$ cat src/rtl/cv32e40s_pkg.sv
// Shared types and helpers for the instruction-side OBI arbiter slice.
package cv32e40s_pkg;

   // Owner of an instruction-side OBI transaction
   typedef enum logic {
      ARB_REQ0 = 1'b0,   // prefetcher
      ARB_REQ1 = 1'b1    // secondary fetch source (debug / table jump)
   } arb_id_e;

   // Pointer width for a circular buffer of the given depth (at least 1 bit)
   function automatic int unsigned ptr_width(input int unsigned depth);
      return (depth > 1) ? $clog2(depth) : 1;
   endfunction

endpackage

$ cat src/rtl/cv32e40s_instr_obi_id_fifo.sv
// In-order FIFO of 1-bit requester IDs for outstanding OBI transactions.
// Pointers wrap explicitly at DEPTH-1, so non power-of-2 depths are exact.
module cv32e40s_instr_obi_id_fifo
   import cv32e40s_pkg::*;
#(
   parameter int unsigned DEPTH = 2
)
(
   input  logic clk,
   input  logic rst_n,
   input  logic push_i,
   input  logic push_id_i,
   input  logic pop_i,
   output logic empty_o,
   output logic full_o,
   output logic head_o
);

   localparam int unsigned      PTR_W = ptr_width(DEPTH);
   localparam logic [PTR_W-1:0] LAST  = PTR_W'(DEPTH - 1);

   logic [DEPTH-1:0] mem_q, mem_d;
   logic [PTR_W-1:0] wptr_q, wptr_d;
   logic [PTR_W-1:0] rptr_q, rptr_d;
   logic             full_q, full_d;

   function automatic logic [PTR_W-1:0] next_ptr(input logic [PTR_W-1:0] ptr);
      return (ptr == LAST) ? '0 : ptr + PTR_W'(1);
   endfunction

   // Next-state: write at wptr on push, advance rptr on pop, track full flag
   always_comb begin
      mem_d  = mem_q;
      wptr_d = wptr_q;
      rptr_d = rptr_q;
      full_d = full_q;
      if (push_i) begin
         mem_d[wptr_q] = push_id_i;
         wptr_d        = next_ptr(wptr_q);
      end
      if (pop_i) begin
         rptr_d = next_ptr(rptr_q);
      end
      // Equal pointers are ambiguous; the flag records which way they met
      if (push_i && !pop_i) begin
         full_d = (next_ptr(wptr_q) == rptr_q);
      end else if (pop_i && !push_i) begin
         full_d = 1'b0;
      end
   end

   // State registers
   always_ff @(posedge clk or negedge rst_n) begin
      if (!rst_n) begin
         mem_q  <= '0;
         wptr_q <= '0;
         rptr_q <= '0;
         full_q <= 1'b0;
      end else begin
         mem_q  <= mem_d;
         wptr_q <= wptr_d;
         rptr_q <= rptr_d;
         full_q <= full_d;
      end
   end

   assign empty_o = (rptr_q == wptr_q) && !full_q;
   assign full_o  = full_q;
   assign head_o  = mem_q[rptr_q];

endmodule

$ cat src/rtl/cv32e40s_instr_obi_arbiter.sv
// Round-robin arbiter sharing one instruction OBI port between the prefetcher
// (req0) and the secondary fetch source (req1), with an outstanding limit and
// in-order response routing via an ID FIFO.
module cv32e40s_instr_obi_arbiter
   import cv32e40s_pkg::*;
#(
   parameter int unsigned MAX_OUTSTANDING = 2,
   parameter int unsigned REQ_W           = 40,
   parameter int unsigned RESP_W          = 36
)
(
   input  logic              clk,
   input  logic              rst_n,
   input  logic              req0_valid_i,
   output logic              req0_ready_o,
   input  logic [REQ_W-1:0]  req0_i,
   input  logic              req1_valid_i,
   output logic              req1_ready_o,
   input  logic [REQ_W-1:0]  req1_i,
   output logic              resp0_valid_o,
   output logic              resp1_valid_o,
   output logic [RESP_W-1:0] resp_o,
   output logic              trans_valid_o,
   input  logic              trans_ready_i,
   output logic [REQ_W-1:0]  trans_o,
   input  logic              resp_valid_i,
   input  logic [RESP_W-1:0] resp_i,
   output logic              protocol_err_o
);

   localparam int unsigned     CNT_W   = $clog2(MAX_OUTSTANDING + 1);
   localparam logic [CNT_W-1:0] CNT_MAX = CNT_W'(MAX_OUTSTANDING);

   logic [CNT_W-1:0] cnt_q, cnt_d;
   arb_id_e          rr_q, rr_d;
   arb_id_e          sel_q, sel_d;
   logic             lock_q, lock_d;
   arb_id_e          sel;
   logic             can_issue;
   logic             accept;
   logic             pop;
   logic             fifo_empty;
   logic             fifo_full;
   logic             fifo_head;

   // FIFO occupancy always equals cnt_q; the full flag is a redundant guard
   assign can_issue = (cnt_q < CNT_MAX) && !fifo_full;

   // Requester selection: locked choice, else single valid, else round-robin
   always_comb begin
      sel = ARB_REQ0;
      if (lock_q) begin
         sel = sel_q;
      end else if (req0_valid_i && !req1_valid_i) begin
         sel = ARB_REQ0;
      end else if (req1_valid_i && !req0_valid_i) begin
         sel = ARB_REQ1;
      end else if (req0_valid_i && req1_valid_i) begin
         sel = (rr_q == ARB_REQ0) ? ARB_REQ1 : ARB_REQ0;
      end
   end

   assign trans_valid_o = can_issue && (lock_q || req0_valid_i || req1_valid_i);
   assign trans_o       = (sel == ARB_REQ1) ? req1_i : req0_i;
   assign accept        = trans_valid_o && trans_ready_i;
   assign req0_ready_o  = accept && (sel == ARB_REQ0);
   assign req1_ready_o  = accept && (sel == ARB_REQ1);

   // Response routing and spurious-response detection
   assign pop            = resp_valid_i && !fifo_empty;
   assign protocol_err_o = resp_valid_i && fifo_empty;
   assign resp0_valid_o  = pop && (fifo_head == ARB_REQ0);
   assign resp1_valid_o  = pop && (fifo_head == ARB_REQ1);
   assign resp_o         = resp_i;

   // Next-state: outstanding count, round-robin pointer and back-pressure lock
   always_comb begin
      cnt_d  = cnt_q;
      rr_d   = rr_q;
      sel_d  = sel_q;
      lock_d = lock_q;
      if (accept && !pop) begin
         cnt_d = cnt_q + CNT_W'(1);
      end else if (pop && !accept) begin
         cnt_d = cnt_q - CNT_W'(1);
      end
      if (accept) begin
         rr_d   = sel;
         lock_d = 1'b0;
      end else if (trans_valid_o) begin
         lock_d = 1'b1;
         sel_d  = sel;
      end
   end

   // State registers
   always_ff @(posedge clk or negedge rst_n) begin
      if (!rst_n) begin
         cnt_q  <= '0;
         rr_q   <= ARB_REQ1;
         sel_q  <= ARB_REQ0;
         lock_q <= 1'b0;
      end else begin
         cnt_q  <= cnt_d;
         rr_q   <= rr_d;
         sel_q  <= sel_d;
         lock_q <= lock_d;
      end
   end

   cv32e40s_instr_obi_id_fifo #(
      .DEPTH (MAX_OUTSTANDING)
   ) u_id_fifo (
      .clk       (clk),
      .rst_n     (rst_n),
      .push_i    (accept),
      .push_id_i (sel),
      .pop_i     (pop),
      .empty_o   (fifo_empty),
      .full_o    (fifo_full),
      .head_o    (fifo_head)
   );

endmodule
$ cat config.mk
export PLATFORM = sky130hd
export DESIGN_NAME = cv32e40s_instr_obi_arbiter
export DESIGN_NICKNAME = d
export VERILOG_FILES = /design/src/rtl/cv32e40s_pkg.sv /design/src/rtl/cv32e40s_instr_obi_id_fifo.sv /design/src/rtl/cv32e40s_instr_obi_arbiter.sv
export SDC_FILE = /design/constraint.sdc
export NUM_CORES = 1
export LEC_CHECK = 0
export BUFFER_PORTS_ARGS = -buffer_cell sky130_fd_sc_hd__buf_2
export CAP_MARGIN = 20
export CORE_AREA = 2 2 78 80
export CTS_BUF_LIST = sky130_fd_sc_hd__clkbuf_4 sky130_fd_sc_hd__clkbuf_8 sky130_fd_sc_hd__clkbuf_16
export DETAILED_ROUTE_END_ITERATION = 6
export DIE_AREA = 0 0 80 82
export PLACE_DENSITY_LB_ADDON = 0.3
export SYNTH_ARGS = -nofsm -noshare
export SYNTH_HDL_FRONTEND = slang
export SYNTH_SLANG_ARGS = --single-unit
$ cat constraint.sdc
create_clock -name clk -period 2.3 [get_ports clk]
set_input_delay 0.115 -clock clk [delete_from_list [all_inputs] [get_ports clk]]
set_output_delay 0.115 -clock clk [all_outputs]
set_load 0.02 [all_outputs]
==> flow_metrics.tcl <==
set metrics [dict create \
    die_w_um 80 \
    outcome "finished, final reports clean" \
    synthCells 130 \
    drv_slew 0 \
    layout_min_cycle_time_ns 2.056 \
    grt_pass1_wl_mm 6.499 \
    irDropWorstVdd_mv 0.4559 \
    place_hpwl_mm 4.418 \
    fin_cells 302 \
    core-area_um2 5746 \
    drc 0 \
    root_buffer "clkbuf_8" \
    syn2layout_area_growth_pct 35.84 \
    fin_skew_ns 0.001944 \
    powerDensity_nw_per_um2 1184 \
    rows 28 \
    cts_max_level 1 \
    setup_tns_ns 0 \
    gr-total-overflow 0 \
    startpoint_type "register" \
    die_y_um 82 \
    clk_path_buf_depth 2 \
    cts_sinks 10 \
    cts_tree "done" \
    ys_warn_count 0 \
    drt_iter0_drc 26 \
    wl_per_cell_um 16.64 \
    dp.cells 297 \
    drive_above_1_share 0.7885 \
    rsz0062_at_grt "no" \
    yosys_register_bits 10 \
    synth_area_leaders "mux2_4, buf_4, dfrtp_1" \
    stdcell_area_um2 1897 \
    place.gp.congestion 0.7229 \
    grtUsageTotal 0.1336 \
    relSlewSlack 0.7400 \
    cts_made_buffers 3 \
    path_class "reg -> out" \
    synth_edf_count 0 \
    yosysMostFrequentCell "buf_4" \
    cts.reportedPaths.clkPinSlew_ns 0.05 \
    grt_pass1_vias 1239 \
    initial_core_util 0.2430 \
    hold_path.class "in -> reg" \
    setup_viol 0 \
    syn-cell-area_um2 1396 \
    arrival_ns 1.94 \
    max_freq_mhz 486.3 \
    synth_cell_types 30 \
    synth_commonest_cells "buf_4, mux2_4, mux2_2" \
    clk_latency_ns 0.24 \
    ys_dominant_reg_cell "dfrtp_1" \
    die_area_um2 6560 \
    yosysTopAreaCell "mux2_4" \
    worst_setup_path_end_kind "output port" \
    viasPerCell 4.275 \
    critical_path.max_fanout 20 \
    synth.avg_cell_area_um2 10.74 \
    worst_pin_slew_ns 0.3860 \
    drv_cap 0 \
    leakage_nw 1.052 \
    finalHoldViolCount 0 \
    antenna_found_initial 0 \
    min_period_over_period 0.8941 \
    total_power_mw 2.247 \
    ys_seq_area_frac 0.1801 \
    nets 351 \
    grt_max_degree 23 \
    synth_nets 253 \
    critPathRequiredTime_ns 2.18 \
    drtPass1Iterations 4 \
    io_pins 204 \
    placed_area_um2 1832 \
    ant_nets 0 \
    diodes 0 \
    post-cts-setup-buffer-count 0 \
    wl_mm 5.026 \
    io_buffers 131 \
    yosysTopAreaCellShare 0.2151 \
    async_reset_ff_frac 1.000 \
    vias 1291 \
    ctsResizeCount 0 \
]
## cell usage in the layout, fill, tap and decap left out
master         count
dfstp_2            1
dfrtp_1            9
a41oi_1            1
dlygate4sd3_1      1
nor3_1             2
mux2_4            20
o21ai_0            3
a22o_2             1
buf_2            131
ha_1               1
nand3_2            1
a31oi_1            1
nand2b_1           1
xor2_1             3
nand2_1            3
nor3b_1            1
mux2i_1            1
nor4_1             1
nor2b_1            1
or3_4              1
nor2_1             6
mux2_2            16
mux2_1             8
xnor2_1            2
nand4b_1           1
clkbuf_8           4
nor2b_2            1
buf_4              2
inv_1              1
a22oi_4            1
a21oi_1            1
## final cells by class
| cell class | instances | area, um^2 |
|---|---|---|
| fillers | 626 | 3849 |
| multi-input cells | 78 | 812.0 |
| repair buffers | 134 | 680.7 |
| flip-flops and latches | 10 | 251.5 |
| well taps | 75 | 93.84 |
| clock buffers | 4 | 55.05 |
| inverters | 1 | 3.754 |
## flip-flops by register name, summed over array words and instances (netlist names)
signal,flops
u_id_fifo.rptr_q,1
u_id_fifo.mem_q,2
u_id_fifo.wptr_q,1
u_id_fifo.full_o,1
cnt_q,2
lock_q,1
rr_q,1
sel_q,1
## power breakdown
| part | total (mW) | internal [mW] | switching (mW) | leakage [nW] |
|---|---|---|---|---|
| sequential | 0.390 | 0.275 | 0.115 | 0.119 |
| combinational | 1.63 | 0.749 | 0.881 | 0.904 |
| clock | 0.227 | 0.151 | 0.0757 | 0.0288 |
| total | 2.25 | 1.18 | 1.07 | 1.05 |
## routing by layer
metal  vias up  wire length [um]  GRT usage
li1        614                 -          -
met1       583              2130     0.1708
met2        83              2349     0.2117
met3        11               461    0.03626
met4         0                85    0.05593
met5         -                 0          0
## per-stage QoR
| step | util | worst slack (ns) | hold slack [ns] |
|---|---|---|---|
| global route | 0.3301 | 0.1521 | 0.1490 |
| CTS | 0.3301 | 0.2212 | 0.1403 |
| detailed placement | 0.3188 | 0.4958 | -0.007414 |
| global placement | 0.3188 | 0.5343 | -0.008721 |
| floorplan | - | 0.6618 | -0.1806 |
| finish | 0.3301 | 0.2437 | 0.1423 |
## worst max-delay path, cell delays in order, from the launching register on
cell	delay, ns
dfstp_2	0.52
nand2_1	0.10
a22oi_4	0.14
buf_4	0.33
mux2_1	0.41
buf_2	0.18
## logic make-up (layout without fill, tap and decap cells)
kind of cell	count (synthesis)	in the layout	synth area share
muxes	45	45	0.4158
buffers and inverters	42	139	0.2383
AOI/OAI and AO/OA	8	8	0.04749
xor gates and xnor gates	5	5	0.03137
adders and majority gates	1	1	0.008959
DFF	10	10	0.1801
and+or+nand+nor	19	19	0.07797
## repair_timing
action | in CTS | in global routing
setup endpoints to repair | 0 | 0
endpoints found under the hold margin | 10 | 0
hold buffers | 1 | 0
## path summary, 6_finish.rpt
kind,from,to,slack (ns),depth (start not counted)
max,rr_q,trans_o[4],0.24,5
min reg2reg,cnt_q[0],cnt_q[0],0.50,1
min in group asynchronous,rst_n,sel_q,0.27,2
max in group asynchronous,rst_n,rr_q,1.78,2
max reg2reg,lock_q,cnt_q[1],0.55,6
min,resp_valid_i,u_id_fifo.rptr_q,0.14,2
(Power assumes the default switching activity.)
